**src/rtl/arb_mux_reg.sv**
```systemverilog
// -----------------------------------------------------------------------------
// arb_mux_reg
//   N-channel valid/ready multiplexer with a registered output stage.
//   Requesters are arbitrated either by fixed priority (lowest index wins) or
//   round-robin (search starts at rr_ptr), selected at run time by 'mode'.
//   The winning channel's word is captured into the output register; the
//   output register reloads whenever it is empty or being drained, so a
//   continuously ready sink sees one word per cycle.
//
//   Optional feature (macro ARB_MUX_FORCE_EN): adds force_en / force_sel.
//   While force_en=1 only channel force_sel may win, mode is ignored and
//   rr_ptr is left alone.
//
// Parameters
//   WIDTH  data bits per channel
//   NCH    number of channels, power of two 2..16
//   IDX_W  channel index width, must equal log2(NCH)
//
// Ports
//   clk        system clock, rising edge
//   rst        synchronous active-high reset
//   mode       0 = fixed priority, 1 = round-robin
//   in_valid   per-channel request
//   in_data    flat channel data, channel k at [k*WIDTH +: WIDTH]
//   in_ready   one-hot accept strobe (combinational)
//   out_valid  output register holds a word
//   out_data   registered selected data
//   out_sel    index of the channel that supplied out_data
//   out_ready  sink accepts out_data this cycle
//   force_en   (ARB_MUX_FORCE_EN only) restrict eligibility to force_sel
//   force_sel  (ARB_MUX_FORCE_EN only) forced channel index
// -----------------------------------------------------------------------------
module arb_mux_reg #(
  parameter int WIDTH = 16,
  parameter int NCH   = 8,
  parameter int IDX_W = 3
) (
  input  logic                   clk,
  input  logic                   rst,
  input  logic                   mode,
  input  logic [NCH-1:0]         in_valid,
  input  logic [NCH*WIDTH-1:0]   in_data,
  output logic [NCH-1:0]         in_ready,
  output logic                   out_valid,
  output logic [WIDTH-1:0]       out_data,
  output logic [IDX_W-1:0]       out_sel,
  input  logic                   out_ready
`ifdef ARB_MUX_FORCE_EN
  ,
  input  logic                   force_en,
  input  logic [IDX_W-1:0]       force_sel
`endif
);

  logic                 load_p0;
  logic                 forced_p0;
  logic [NCH-1:0]       elig_p0;
  logic [IDX_W-1:0]     start_p0;
  logic [IDX_W-1:0]     idx_p0;
  logic                 vld_p0;
  logic [IDX_W-1:0]     grant_p0;
  logic [WIDTH-1:0]     data_p0;
  logic [IDX_W-1:0]     rr_ptr;

  // ---- stage p0: combinational arbitration ---------------------------------

  // The output register can take a new word when it is empty or its current
  // word leaves this cycle.
  assign load_p0 = !out_valid || out_ready;

  always_comb begin
    forced_p0 = 1'b0;
    elig_p0   = in_valid;
`ifdef ARB_MUX_FORCE_EN
    forced_p0 = force_en;
    if (force_en) begin
      elig_p0 = in_valid & (NCH'(1) << force_sel);
    end
`endif
  end

  // A forced search only has one eligible bit, so starting at 0 is enough.
  assign start_p0 = (mode && !forced_p0) ? rr_ptr : '0;

  // Rotating search: the IDX_W-bit addition wraps modulo NCH because NCH is
  // a power of two.
  always_comb begin
    vld_p0   = 1'b0;
    grant_p0 = '0;
    idx_p0   = '0;
    for (int i = 0; i < NCH; i++) begin
      idx_p0 = start_p0 + IDX_W'(i);
      if (!vld_p0 && elig_p0[idx_p0]) begin
        vld_p0   = 1'b1;
        grant_p0 = idx_p0;
      end
    end
  end

  always_comb begin
    data_p0 = '0;
    for (int k = 0; k < NCH; k++) begin
      if (grant_p0 == IDX_W'(k)) begin
        data_p0 = in_data[k*WIDTH +: WIDTH];
      end
    end
  end

  assign in_ready = (!rst && load_p0 && vld_p0) ? (NCH'(1) << grant_p0) : '0;

  // ---- stage p1: output register and round-robin pointer -------------------

  always_ff @(posedge clk) begin
    if (rst) begin
      out_valid <= 1'b0;
      out_data  <= '0;
      out_sel   <= '0;
      rr_ptr    <= '0;
    end else if (load_p0) begin
      if (vld_p0) begin
        out_valid <= 1'b1;
        out_data  <= data_p0;
        out_sel   <= grant_p0;
        // Only round-robin grants advance the pointer; fixed-priority and
        // forced grants leave the rotation where it was.
        if (mode && !forced_p0) begin
          rr_ptr <= grant_p0 + IDX_W'(1);
        end
      end else begin
        // Drained with nothing new: data and index keep their last values.
        out_valid <= 1'b0;
      end
    end
  end

endmodule

```
**config.mk**
```make
export PLATFORM = sky130hd
export DESIGN_NAME = arb_mux_reg
export DESIGN_NICKNAME = d
export VERILOG_FILES = /design/src/rtl/arb_mux_reg.sv
export SDC_FILE = /design/constraint.sdc
export NUM_CORES = 1
export LEC_CHECK = 0
export BUFFER_PORTS_ARGS = -buffer_cell sky130_fd_sc_hd__buf_2
export CORE_MARGIN = 3
export CORE_UTILIZATION = 50
export DETAILED_ROUTE_END_ITERATION = 7
export PLACE_DENSITY = 0.86
export SYNTH_ARGS = -nofsm -noshare
export SYNTH_HDL_FRONTEND = slang
export SYNTH_SLANG_ARGS = --single-unit
```
**constraint.sdc**
```tcl
create_clock -name clk -period 6.3 [get_ports clk]
set_input_delay 0.63 -clock clk [delete_from_list [all_inputs] [get_ports clk]]
set_output_delay 0.63 -clock clk [all_outputs]
set_load 0.02 [all_outputs]
```
# ---- Yosys cells after proc, flatten, opt, wreduce, memory -nomap -nowiden
# Index checks and enable logic that the tools add are counted.
dict set report totals {
  register_bits 23
  latchBits 0
  mem_bits_rw 0
  rom_bits 0
  input_bits 140
  out_inout_bits 28
  elab_cells 93
  n_memories 0
}
dict set report op_classes {
  add_sub_neg 8
  n_mul 0
  div_mod_pow 0
  order_cmp 8
  n_eq_ne 7
  shift 1
  muxes 43
  bitwise 0
  n_reduce_logical 22
}
# cell n
set ops {}
lappend ops {{$mux 16} 8}
lappend ops {{$lt 3x4->1 const B} 8}
lappend ops {{$mux 3} 9}
lappend ops {{$bmux 1 s3} 8}
lappend ops {{$mux 1} 17}
lappend ops {{$add 3x3->3 const B} 4}
lappend ops {{$eq 3x3->1 const B} 4}
lappend ops {{$logic_and 1x1->1} 9}
lappend ops {{$logic_not 1->1} 9}
lappend ops {{$mux 8} 1}
lappend ops {{$shl 1x3->8 const A} 1}
lappend ops {{$add 3x1->3 const B} 2}
lappend ops {{$add 3x2->3 const B} 2}
lappend ops {{$eq 3x2->1 const B} 2}
lappend ops {{$eq 3x1->1 const B} 1}
lappend ops {{$logic_not 3->1} 1}
lappend ops {{$reduce_and 3->1} 1}
lappend ops {{$reduce_and 2->1} 1}
lappend ops {{$logic_or 1x1->1} 1}

# ---- Depth between registers and ports, before layout
dict set report depth {
  depth_word 34
  depth_mapped 22
}

# ---- Least setup slack after synthesis
# OpenSTA, ideal clock, no wires.
dict set report synth_path {
  path_kind {input-to-output}
  from {input port mode}
  to {output port in_ready[3]}
  arrival_time_ns 3.490
  setup_slack_ns 2.180
  path_stages 13
  n_path_buf 3
  path_cell_list {and2_4 buf_6 inv_1 ha_1 mux4_2 o211a_1 nand2_1 a211oi_1 a211oi_4 buf_6 ha_1 clkbuf_1 and2_1}
}
dict set report synth_via {
  elab_chain_cells 27
  word_cells_on_any_way 57
  classes_between {7 x add/sub; 1 x shift; 34 x mux; 15 x reduce/logical}
}
# element line_no
set synth_lines {}
lappend synth_lines {{start: declaration} 40} ;# input logic mode,
lappend synth_lines {{$mux 3 *} 83} ;# assign start_p0 = (mode && !forced_p0) ? rr_ptr : '0;
lappend synth_lines {{parallel branches: the longest is 25 deep, another holds $add 3x1->3} --}
lappend synth_lines {{$mux 8 *} 109} ;# assign in_ready = (!rst && load_p0 && vld_p0) ? (NCH'(1) << grant_p0) : '0;
lappend synth_lines {{end: declaration} 43} ;# output logic [NCH-1:0] in_ready,
# Every way passes the cells marked *. The select of a mux whose other input is x is not followed.

# ---- Final worst setup path
dict set report layout_path {
  from {register rr_ptr[0]}
  to {output port in_ready[2]}
}
dict set report layout_via {
  elab_chain_cells 27
  word_cells_on_any_way 57
  classes_between {7 x add/sub; 1 x shift; 34 x mux; 15 x reduce/logical}
}
# element line_no
set layout_lines {}
lappend layout_lines {{start: declaration} 63} ;# logic [IDX_W-1:0] rr_ptr;
lappend layout_lines {{start signal: assignment} 127} ;# rr_ptr <= grant_p0 + IDX_W'(1);
lappend layout_lines {{$mux 3 *} 83}
lappend layout_lines {{parallel branches: the longest is 23 deep, another holds $add 3x1->3} --}
lappend layout_lines {{$mux 3 *} 93} ;# if (!vld_p0 && elig_p0[idx_p0]) begin
lappend layout_lines {{via grant_p0[1]} 61} ;# logic [IDX_W-1:0] grant_p0;
lappend layout_lines {{$shl 1x3->8 *} 109}
lappend layout_lines {{$mux 8 *} 109}
# Mark *: on every way through the listed nets, which the timed path passes. The select of a mux whose other input is x is not followed.

==> summary.md <==
| Metric | Value |
|---|---|
| Outcome | `finished clean` |
| Multi-input logic area | `2587 um2` |
| Clock skew | `0.008777 ns` |
| Iter 0 DRT Violations | `253` |
| Mapped Area | `3356 um2` |
| Yosys cell types | `62` |
| Worst Path Required | `5.67 ns` |
| Hold depth | `2` |
| Initial antenna violation count | `1` |
| Antenna-violating nets left | `0` |
| Detail Route met2 WL | `6059 um` |
| RSZ-0062 raised after global routing | `no` |
| Clk sinks | `23` |
| Die W | `87.93 um` |
| Slew @ Worst Pin | `0.9250 ns` |
| Yosys Warn Count | `0` |
| DP HPWL | `9735 um` |
| Pin count of the biggest net entering global routing | `52` |
| Setup Buffers After CTS | `0` |
| Gpl congestion | `1.008` |
| Cts bufs inserted | `3` |
| Syn Nets | `671` |
| HP Start | `out_data[15]$_SDFFE_PP0P_` |
| DR vias/cell | `5.908` |
| Startpoint Class | `flip-flop` |
| Max cap viols | `0` |
| WS Path Type | `reg -> out` |
| Synth area leaders | `dfxtp_1, a21oi_1, nor2_1` |
| Slew HR | `38.34%` |
| Final hold viol count | `0` |
| Hold Path Class | `reg -> reg` |
| Grt ovf | `0` |
| Via count of the routed design | `4372` |
| Commonest non-fill, non-tap cells in the layout | `buf_2, nor2_1, a21oi_1, nand2_1, inv_1` |
| Layout cell share with drive strength beyond 1 | `31.16%` |
| Setup TNS | `0 ns` |
| Synth top area share | `between 10% and 20%` |
| Crit path time final | `5.323 ns` |
| Worst vdd ir | `0.1895 mV` |
| Worst R2R Setup Slack | `1.21 ns` |
| Seq cells post-synth | `23` |
| Arr. time, crit path | `4.69 ns` |
| WL met1 | `4942 um` |
| Register Area | `~460 um2` |
| Max Freq | `between 0.15 and 0.2 GHz` |
| Area added between synthesis and finish | `24.83%` |
| Clock buffer depth | `2` |
| Avg Inst Size Synth | `6.392 um2` |
| R2R cell count | `18` |
| Lkg Pwr | `0.002117 uW` |
| RR Startpoint | `rr_ptr[0]$_SDFFE_PP0P_` |
| I/O pin count | `about 170` |
| Initial core utilization | `a little over half` |
| Gr usage total | `a little under a third` |
| Post-Layout Cell Count | `740` |
| Setup violations, final | `0` |
| Vias in the first global route | `3948` |
| Full die area | `between 7000 and 8000 um2` |
| Cell count after synthesis | `525` |
| First-pass GRT wire length | `18990 um` |
| Number of flops mapped to enable cells by yosys | `0` |
| Hold endpoint | `out_data[15]$_SDFFE_PP0P_` |
| Power Density | `324.5 nW/um2` |
| Maximum level of the CTS H-tree | `1` |
| DR WL met3 | `between 1000 and 1500 um` |
| Top Layer Used | `met5` |
| Post-synth ARST share | `0%` |
| Post-CTS sizing | `0` |
| Post-Place Cells | `734` |
| Final period util | `between 80% and 90%` |
| Post-CTS Hold Buffers | `0` |
| Clock tree root buffer cell | `clkbuf_8` |
| Filler Cell Count | `626` |
| Die H | `87.93 um` |
| Post-synth top flop | `dfxtp_1` |
| First-pass iteration count of the detailed router | `5` |
| Worst skew pair latency | `0.27 ns` |
| FF-to-FF End | `out_data[7]$_SDFFE_PP0P_` |
| CTS tree | `yes` |
| PortBufs | `167` |
| # DRC | `0` |
| # nets final | `808` |
| CP Max Fanout | `51` |
| Pins Over Slew Limit | `0` |
| Routed length per instance | `about 17 um` |
| Seq/Total Area, Yosys | `around 14%` |
| Largest area contributor in the netlist | `dfxtp_1` |
| FP Rows | `29` |
| Core Box Area | `6422 um2` |
| Endpoint class of the critical path | `output pin` |
| Commonest non-fill, non-tap cell in the layout | `buf_2` |
| WL final | `around 12000 um` |
| Clk slew on worst S/H paths | `0.09 ns` |
[metrics by stage]
step	setup slack, ns	hold WS, ns	total power (uW)	util (%)	cell area [um2]
after detailed placement	1.291	0.4399	1245	64.43	4138
after global routing	0.7030	0.4862	1479	65.15	4184
final	0.9769	0.4596	1359	65.23	4189
after floorplan	2.180	0.5241	990.6	-	3356
after CTS	1.034	0.4610	1342	65.15	4184
after global placement	1.394	0.4331	1227	64.43	4138
[state kept, by name (all words and copies together) (netlist names)]
name	count
out_data	16
out_sel	3
out_valid	1
rr_ptr	3
[metal layers]
| layer | vias to the layer above | GRT usage, % |
|---|---|---|
| li1 | 2123 | - |
| met5 | - | 0 |
| met1 | 1981 | 40.14 |
| met4 | 2 | 7.950 |
| met3 | 25 | 6.397 |
| met2 | 241 | 51.16 |
[power by group]
| group | internal, uW | switching (uW) |
|---|---|---|
| combinational | 381 | 647 |
| sequential | 191 | 43.3 |
| clock | 44.3 | 52.8 |
| total | 616 | 743 |
[synthesized netlist by cell type, drive strengths merged (2+ instances only)]
master  instances
a211oi         24
a21o            2
a21oi          86
a31oi           3
a41oi           2
and2            7
and3            5
buf            15
clkbuf         27
dfxtp          23
ha              6
inv            28
mux2i          28
mux4            5
nand2          63
nand2b          5
nand3           7
nand3b          3
nand4           2
nor2           95
nor2b           5
nor3            2
nor3b           4
nor4            2
o21a            2
o21ai          41
o22ai           7
o311ai          2
or2             2
xor2            2
[area by class of cell]
type,instances,share of cell area [%]
Sequential cell,23,10.99
Timing Repair Buffer,174,21.21
Inverter,28,2.509
Clock buffer,3,0.9857
Clock inverter,1,0.1195
Antenna cell,2,0.1195
Multi-Input combinational cell,432,61.77
Tap cell,77,2.300
[worst max-delay path, stage by stage (launching register included)]
cell and delay (ns):
dfxtp_1 0.90, and2_4 0.40, inv_1 0.13, ha_1 0.42
mux4_2 0.30, nand3b_4 0.14, or3_1 0.39, a31oi_1 0.28
and2_1 0.21, ha_2 0.81, and3_1 0.26, buf_2 0.16
[worst max-delay path by stage]
stage	start	end	slack [ns]	cells past startpoint
floorplan	mode	in_ready[3]	2.18	13
global placement	mode	out_data[7]$_SDFFE_PP0P_	1.39	19
detailed placement	rr_ptr[0]$_SDFFE_PP0P_	out_data[7]$_SDFFE_PP0P_	1.29	18
CTS	rr_ptr[0]$_SDFFE_PP0P_	in_ready[2]	1.03	11
global route	rr_ptr[0]$_SDFFE_PP0P_	in_ready[2]	0.70	13
finish	rr_ptr[0]$_SDFFE_PP0P_	in_ready[2]	0.98	11
[kinds of logic (layout without fill, tap and decap cells)]
family / count (synthesis) / count (layout) / share of synthesized area, %
flops: 23 / 23 / 13.72
fa+ha+maj: 6 / 6 / 2.237
compound gates: 185 / 185 / 34.64
simple gates: 205 / 205 / 27.14
other cells: 0 / 2 / 0
mux: 33 / 33 / 12.08
buf+inv: 70 / 206 / 9.396
xor+xnor: 3 / 3 / 0.7831
Note: power is estimated with default switching activity, not from simulation.
